==> config.mk <==
export PLATFORM = sky130hd
export DESIGN_NAME = accumulator_16bit
export DESIGN_NICKNAME = d
export VERILOG_FILES = /design/src/rtl/accumulator_16bit.sv
export SDC_FILE = /design/constraint.sdc
export NUM_CORES = 1
export LEC_CHECK = 0
export CAP_MARGIN = 20
export CORE_UTILIZATION = 53
export DETAILED_ROUTE_END_ITERATION = 10
export PLACE_DENSITY = 0.86
export RECOVER_POWER = 50
export SLEW_MARGIN = 30
export SYNTH_ARGS = -nofsm -noshare
export SYNTH_HDL_FRONTEND = slang
export SYNTH_SLANG_ARGS = --single-unit
==> constraint.sdc <==
create_clock -name clk -period 2.67 [get_ports clk]
set_clock_uncertainty 0.1 [all_clocks]
set_input_delay 0.534 -clock clk [delete_from_list [all_inputs] [get_ports clk]]
set_output_delay 0.534 -clock clk [all_outputs]
set_load 0.01 [all_outputs]
==> src/rtl/accumulator_16bit.sv <==
// Frame accumulator: sums NUM_SAMPLES unsigned 16-bit operands per frame,
// tracks carry-out of any add as a sticky overflow flag, and holds the
// result behind a valid/ready handshake until downstream takes it.
module accumulator_16bit #(
    parameter int NUM_SAMPLES = 4
) (
    input  logic        clk,
    input  logic        rst,
    input  logic        clear,
    input  logic        in_valid,
    input  logic [15:0] in_data,
    output logic        in_ready,
    output logic        out_valid,
    input  logic        out_ready,
    output logic [15:0] out_sum,
    output logic        out_overflow,
    output logic        busy
);

    typedef enum logic [1:0] {
        IDLE  = 2'd0,
        ACCUM = 2'd1,
        DONE  = 2'd2
    } state_e;

    // Count value held while the final operand of a frame is being taken.
    localparam logic [7:0] LAST_COUNT = 8'(NUM_SAMPLES - 1);

    state_e      state_q, state_d;
    logic [15:0] acc_q, acc_d;
    logic        ovf_q, ovf_d;
    logic [7:0]  count_q, count_d;

    logic        accept;
    logic [15:0] add_sum;
    logic        add_carry;

    // One 16-bit add per operand; bit 16 of the widened sum is the carry-out.
    assign {add_carry, add_sum} = {1'b0, acc_q} + {1'b0, in_data};

    // Handshake and status outputs; partial sums stay hidden until DONE.
    assign in_ready     = (state_q != DONE) && !clear && !rst;
    assign accept       = in_valid && in_ready;
    assign out_valid    = (state_q == DONE) && !rst;
    assign out_sum      = out_valid ? acc_q : 16'h0000;
    assign out_overflow = out_valid ? ovf_q : 1'b0;
    assign busy         = (state_q != IDLE) && !rst;

    // Next-state and datapath update; clear overrides every other action.
    always_comb begin
        // NOTE: every signal written here gets a default first so no path
        // leaves it unassigned, which would otherwise infer a latch.
        state_d = state_q;
        acc_d   = acc_q;
        ovf_d   = ovf_q;
        count_d = count_q;

        if (clear) begin
            state_d = IDLE;
            acc_d   = 16'h0000;
            ovf_d   = 1'b0;
            count_d = 8'd0;
        end else begin
            unique case (state_q)
                IDLE: begin
                    if (accept) begin
                        acc_d   = in_data;
                        ovf_d   = 1'b0;
                        count_d = 8'd1;
                        state_d = ACCUM;
                    end
                end
                ACCUM: begin
                    if (accept) begin
                        acc_d   = add_sum;
                        ovf_d   = ovf_q | add_carry;
                        count_d = count_q + 8'd1;
                        if (count_q == LAST_COUNT) begin
                            state_d = DONE;
                        end
                    end
                end
                DONE: begin
                    if (out_ready) begin
                        state_d = IDLE;
                        count_d = 8'd0;
                    end
                end
                default: begin
                    state_d = IDLE;
                end
            endcase
        end
    end

    // State registers with synchronous reset taking priority over everything.
    always_ff @(posedge clk) begin
        // NOTE: sequential state uses non-blocking assignments so all
        // registers update together from values sampled at the same edge.
        if (rst) begin
            state_q <= IDLE;
            acc_q   <= 16'h0000;
            ovf_q   <= 1'b0;
            count_q <= 8'd0;
        end else begin
            state_q <= state_d;
            acc_q   <= acc_d;
            ovf_q   <= ovf_d;
            count_q <= count_d;
        end
    end

endmodule

* Word-level counts from Yosys, hierarchy flattened
Index checks and enable logic that the tools add are counted. W data, S select, Z words.
Cells by class: add/sub/neg operators 2, equality and inequality tests 8, muxes and demuxes 17, bitwise logic cells 1, reduce and logical (&&, ||, !) cells 15
Operator list (count):
- $mux W16 | 3
- $pmux W16 S2 | 1
- $mux W8 | 3
- $pmux W8 S3 | 1
- $add A16 B16 Y17 | 1
- $ne A2 B2 Y1 const B | 5
- $add A8 B1 Y8 const B | 1
- $eq A8 B2 Y1 const B | 1
- $mux W2 | 4
- $reduce_and A4 Y1 | 2
- $pmux W2 S3 | 1
- $logic_and A1 B1 Y1 | 5
- $reduce_bool A2 Y1 | 2
- $mux W1 | 3
- $reduce_and A3 Y1 | 1
- $reduce_bool A3 Y1 | 1
- $eq A2 B1 Y1 const B | 1
- $eq A2 B2 Y1 const B | 1
- $logic_not A1 Y1 | 2
- $logic_not A2 Y1 | 1
- $pmux W1 S2 | 1
- $reduce_or A2 Y1 | 1
- $or A1 B1 Y1 | 1
Word-level totals: flip-flop bits (word level) 27, input port bits 21, output and inout bits 20

* Longest topological paths before layout
depth in word-level cells 6, mapped depth 10, mapped depth without buffers 8

* Worst setup path before layout
OpenSTA, ideal clock, no wires.
path kind input -> register, start point in in_data[0], end point reg ovf_q, arrival 2.163 ns, data required time 2.442 ns, path slack 0.280 ns, stages on the path 8, path buffers 0, cell sequence ha_1 fa_1 a21oi_1 o21ai_0 a21o_1 o31ai_1 o211ai_1 nor3b_1
On the way: cells in the longest elaborated chain, start to end 4
Ends and longest elaborated chain:
- from (decl) | RTL line 11 | input logic [15:0] in_data,
- $add A16 B16 Y17 | RTL line 39 | assign {add_carry, add_sum} = {1'b0, acc_q} + {1'b0, in_data};
- $or A1 B1 Y1 | RTL line 76 | ovf_d = ovf_q | add_carry;
- $mux W1 | RTL line 74 | if (accept) begin
- $pmux W1 S2 | RTL line 64 | unique case (state_q)
- to (signal assigned) | RTL line 108 | ovf_q <= ovf_d;
- to (decl) | RTL line 31 | logic ovf_q, ovf_d;
Every way passes these cells. The select of a mux whose other input is x is not followed. A chain may end at the register's enable or synchronous reset.

* Worst setup path in the final report
start point reg state_q[0], end point out out_valid
On the way: cells in the longest elaborated chain, start to end 2
Ends and longest elaborated chain:
- from (decl) | RTL line 29 | state_e state_q, state_d;
- from (signal assigned) | RTL line 106 | state_q <= state_d;
- $eq A2 B2 Y1 | RTL line 44 | assign out_valid = (state_q == DONE) && !rst;
- $logic_and A1 B1 Y1 | RTL line 44
- to (decl) | RTL line 13 | output logic out_valid,
Every way passes these cells.

==> impl_results.md <==
- Outcome: complete, no violations
- #FFs+latches synth: 27
- Pint: around 600 uW
- Gate power share: a little under a quarter
- Simple-gate share of the synthesized area: 25.70%
- Area fraction in compound gates after synthesis: between 20% and 30%
- Startpoint Class: flop
- Main combinational cell family by area after synthesis: simple AND/OR/NAND/NOR gates
- 1st-iter DRT viols: 96
- Final setup fails: 0
- Drt drc: 0
- Min Clock Period, post-route: approximately 2600 ps
- Post-CTS setup buffer count: 0
- Post-synthesis cell type count: 54
- Die Footprint: approximately 0.0044 mm^2
- Async SR Flop Fraction: 0%
- Initial Utilization: roughly 55%
- Row Count: 23
- Layout Area Growth over Synthesis: 30.73%
- CTS tree: done
- Final TNS setup: 0 ps
- Die Y: approximately 66 um
- Synth Area in XOR/XNOR: 6.796%
- EDFF count, synth: 0
- Non-filler instance count after layout: around 380
- Setup Crit Path Kind: flop to output pin
- Syn nets: around 310
- Max cap viols: 0
- Root buf cell: clkbuf_8
- R2R depth: 9
- Die width: between 60 and 70 um
- Share of layout cells above drive strength 1: 12.46%
- Crit-path max FO: 4
- DR vias: approximately 2,200
- Switch share: roughly 29%
- Worst min path class: flop to flop
- Hold buffers post-CTS: 0
- GRT overflow: 0
- Sequential Power Share: about 48%
- Dpl cells: 374
- Cts bufs inserted: 3
- Mapped Cells: between 200 and 300
- Global-route wire length before repair: about 9200 um
- Antenna diode count: 0
- Routability Congestion: approximately 0.9
- Synth warn: 0
- Wire per inst: 15.42 um
- Final net count: about 370
- Maximum level of the CTS H-tree: 1
- Fin. Hold Viols: 0
- R2r setup slk: between 150 and 200 ps
- Skew-Pair Late Insertion Delay: ~280 ps
- WP data arrival: 1940 ps
- FMAX: between 0.3 and 0.4 GHz
- Adder-Cell Fraction of Synth Area: ~12%
- Slew HR: 64.94%
- PwrDens: 301.5 mW/mm^2
- VDD IR max: ~0.2 mV
- PortBufs: 40
- Mux cell area share after synthesis: 3.198%
- Slew Viols, Final: 0
- IO Pins: 41
- Tcrit/Tclk final: a little over nine tenths
- CP endpoint kind: output pin
- Hold path startpoint: acc_q[2]$_SDFFE_PP0P_
- Antenna-violating nets left: 0
- Actual slew at the worst max-slew pin: between 500 and 600 ps
- Hold Path Depth: 2
- Post-Syn Area: about 0.0022 mm^2
- Clock Sinks: 27
- 1st-pass router iterations: 4
- Total track usage: 26.81%
- Clk pin slew, worst setup/hold paths: approximately 110 ps
- Routed vias/inst: 5.799
- Ys flop type: dfxtp_1
- Seq/Total Area, Yosys: between 20% and 30%
- Vias in the first global route: around 2,100
- Hold Path End: acc_q[2]$_SDFFE_PP0P_
- Dpl hpwl: about 4200 um
- Total core area: just under 0.004 mm^2
- LEAKAGE: around 1.1 nW
- Min Hold Slack: 396.4 ps
- Total routed wirelength: roughly 5800 um
- Switching power: ~250 uW
- Power, Total: 863.4 uW
- Unrepaired setup endpoints after global routing: no
- Synth Area per Inst: between 8 and 9 um^2
- Clock buffer depth: 2
- R2r endpoint: count_q[4]$_SDFFE_PP0P_
- CP required: 2040 ps
- Initial antenna violation count: 0
- Largest net degree at the start of global routing: 21
- Launch point of the worst reg-to-reg path: state_q[0]$_SDFFE_PP0P_
- Clock share of power: 29.2%
-- cell usage after synthesis (5+ instances only) --
cell | number | share of area (%)
ha_1 | 20 | 11
nand4_1 | 7 | 2.0
clkbuf_1 | 6 | 1.0
a21oi_1 | 27 | 6.2
mux2i_1 | 7 | 3.2
o21ai_0 | 15 | 3.4
nor3_1 | 5 | 1.1
nor3b_1 | 6 | 2.1
and2_1 | 17 | 4.9
dfxtp_1 | 27 | 25
o211ai_1 | 5 | 1.7
xnor2_1 | 11 | 4.4
nand2_1 | 18 | 3.1
nor2_1 | 23 | 3.9
xor2_1 | 6 | 2.4
inv_1 | 6 | 1.0
-- state kept, by name, indices dropped and copies added, names as in the netlist --
| signal | count |
|---|---|
| count_q | 8 |
| ovf_q | 1 |
| acc_q | 16 |
| state_q | 2 |
-- power by group through the flow --
stage,Clock [mW],Combinational (mW),Sequential (mW)
final,0.252,0.197,0.414
after global routing,0.272,0.216,0.415
after CTS,0.253,0.194,0.414
after detailed placement,0,0.192,0.423
after global placement,0,0.187,0.423
after floorplan,0,0.114,0.422
-- logic make-up (layout without fill, tap and decap cells) --
logic type / Yosys count / after routing
AO/OA/AOI/OAI: 80 / 80
XOR/XNOR: 17 / 17
AND/OR/NAND/NOR: 101 / 101
multiplexers: 7 / 7
adder cells (fa/ha/maj): 21 / 21
buffers and inverters: 19 / 76
flip-flops: 27 / 27
-- layout by cell type, fill, tap and decap left out, types with 2 or more instances in the layout --
cell             instances
xor2_1                   6
nor3_1                   5
clkbuf_1                 2
a31oi_1                  3
or3_1                    4
a21oi_1                 26
clkdlybuf4s50_1         33
a211oi_1                 4
o221ai_1                 2
o21bai_1                 3
o21ai_0                 14
nor2b_1                  3
nor2_1                  25
nand4_1                  7
nor3b_1                  6
ha_1                    20
xnor2_1                 11
clkbuf_8                 3
buf_4                   21
o21ai_1                  2
dlymetal6s2s_1           3
and4_1                   2
buf_6                    2
and2_1                  17
inv_1                    6
nand2_1                 18
o22ai_1                  4
nand2b_1                 3
and3_1                   3
clkdlybuf4s25_1          3
mux2i_1                  7
a21o_1                   3
o211ai_1                 5
dfxtp_1                 27
-- metrics by stage --
step / setup slack [ps] / util [%] / area [um^2]
3_5_place_dp: -378.8 / 70.04 / 2781
4_1_cts: 11.80 / 71.46 / 2838
5_1_grt: 7.256 / 72.12 / 2864
2_1_floorplan: 279.5 / - / 2191
3_3_place_gp: -272.7 / 70.04 / 2781
6_report: 96.02 / 72.12 / 2864
-- how the worst max path moves through the flow --
stage,from,to,depth (start not counted)
detailed placement,in_data[0],ovf_q$_SDFFE_PP0P_,9
floorplan,in_data[0],ovf_q$_SDFFE_PP0P_,8
global route,state_q[0]$_SDFFE_PP0P_,out_valid,5
global placement,in_data[0],ovf_q$_SDFFE_PP0P_,9
CTS,in_data[0],ovf_q$_SDFFE_PP0P_,9
finish,state_q[0]$_SDFFE_PP0P_,out_valid,5
-- metal layers --
metal | GRT usage (%) | vias up | part of all wire [%]
met4 | 7.979 | 0 | 1.2
met1 | 33.51 | 1015 | 44
met5 | 0 | - | 0
li1 | - | 1102 | -
met2 | 47.70 | 73 | 49
met3 | 2.931 | 8 | 5.9
-- critical path: stages (launching register included) --
cell and delay, ps:
dfxtp_1 330, inv_1 100, ha_1 180, nor2b_4 200, clkbuf_1 250, clkdlybuf4s50_1 590
-- cell type report --
type / count / area [um^2]
Sequential cell: 27 / 540.5
Inverter: 6 / 22.52
Multi-Input combinational cell: 226 / 1589
Fill cell: 303 / 1107
Tap cell: 50 / 62.56
Timing Repair Buffer: 66 / 600.6
Clock inverter: 1 / 7.507
Clock buffer: 3 / 41.29
-- timing repair --
action / 4_1_cts / 5_1_grt
endpoints found under the setup margin: 4 / 14
resized for setup: 2 / 13
cloned: 0 / 1
Note: power is estimated with default switching activity, not from simulation.
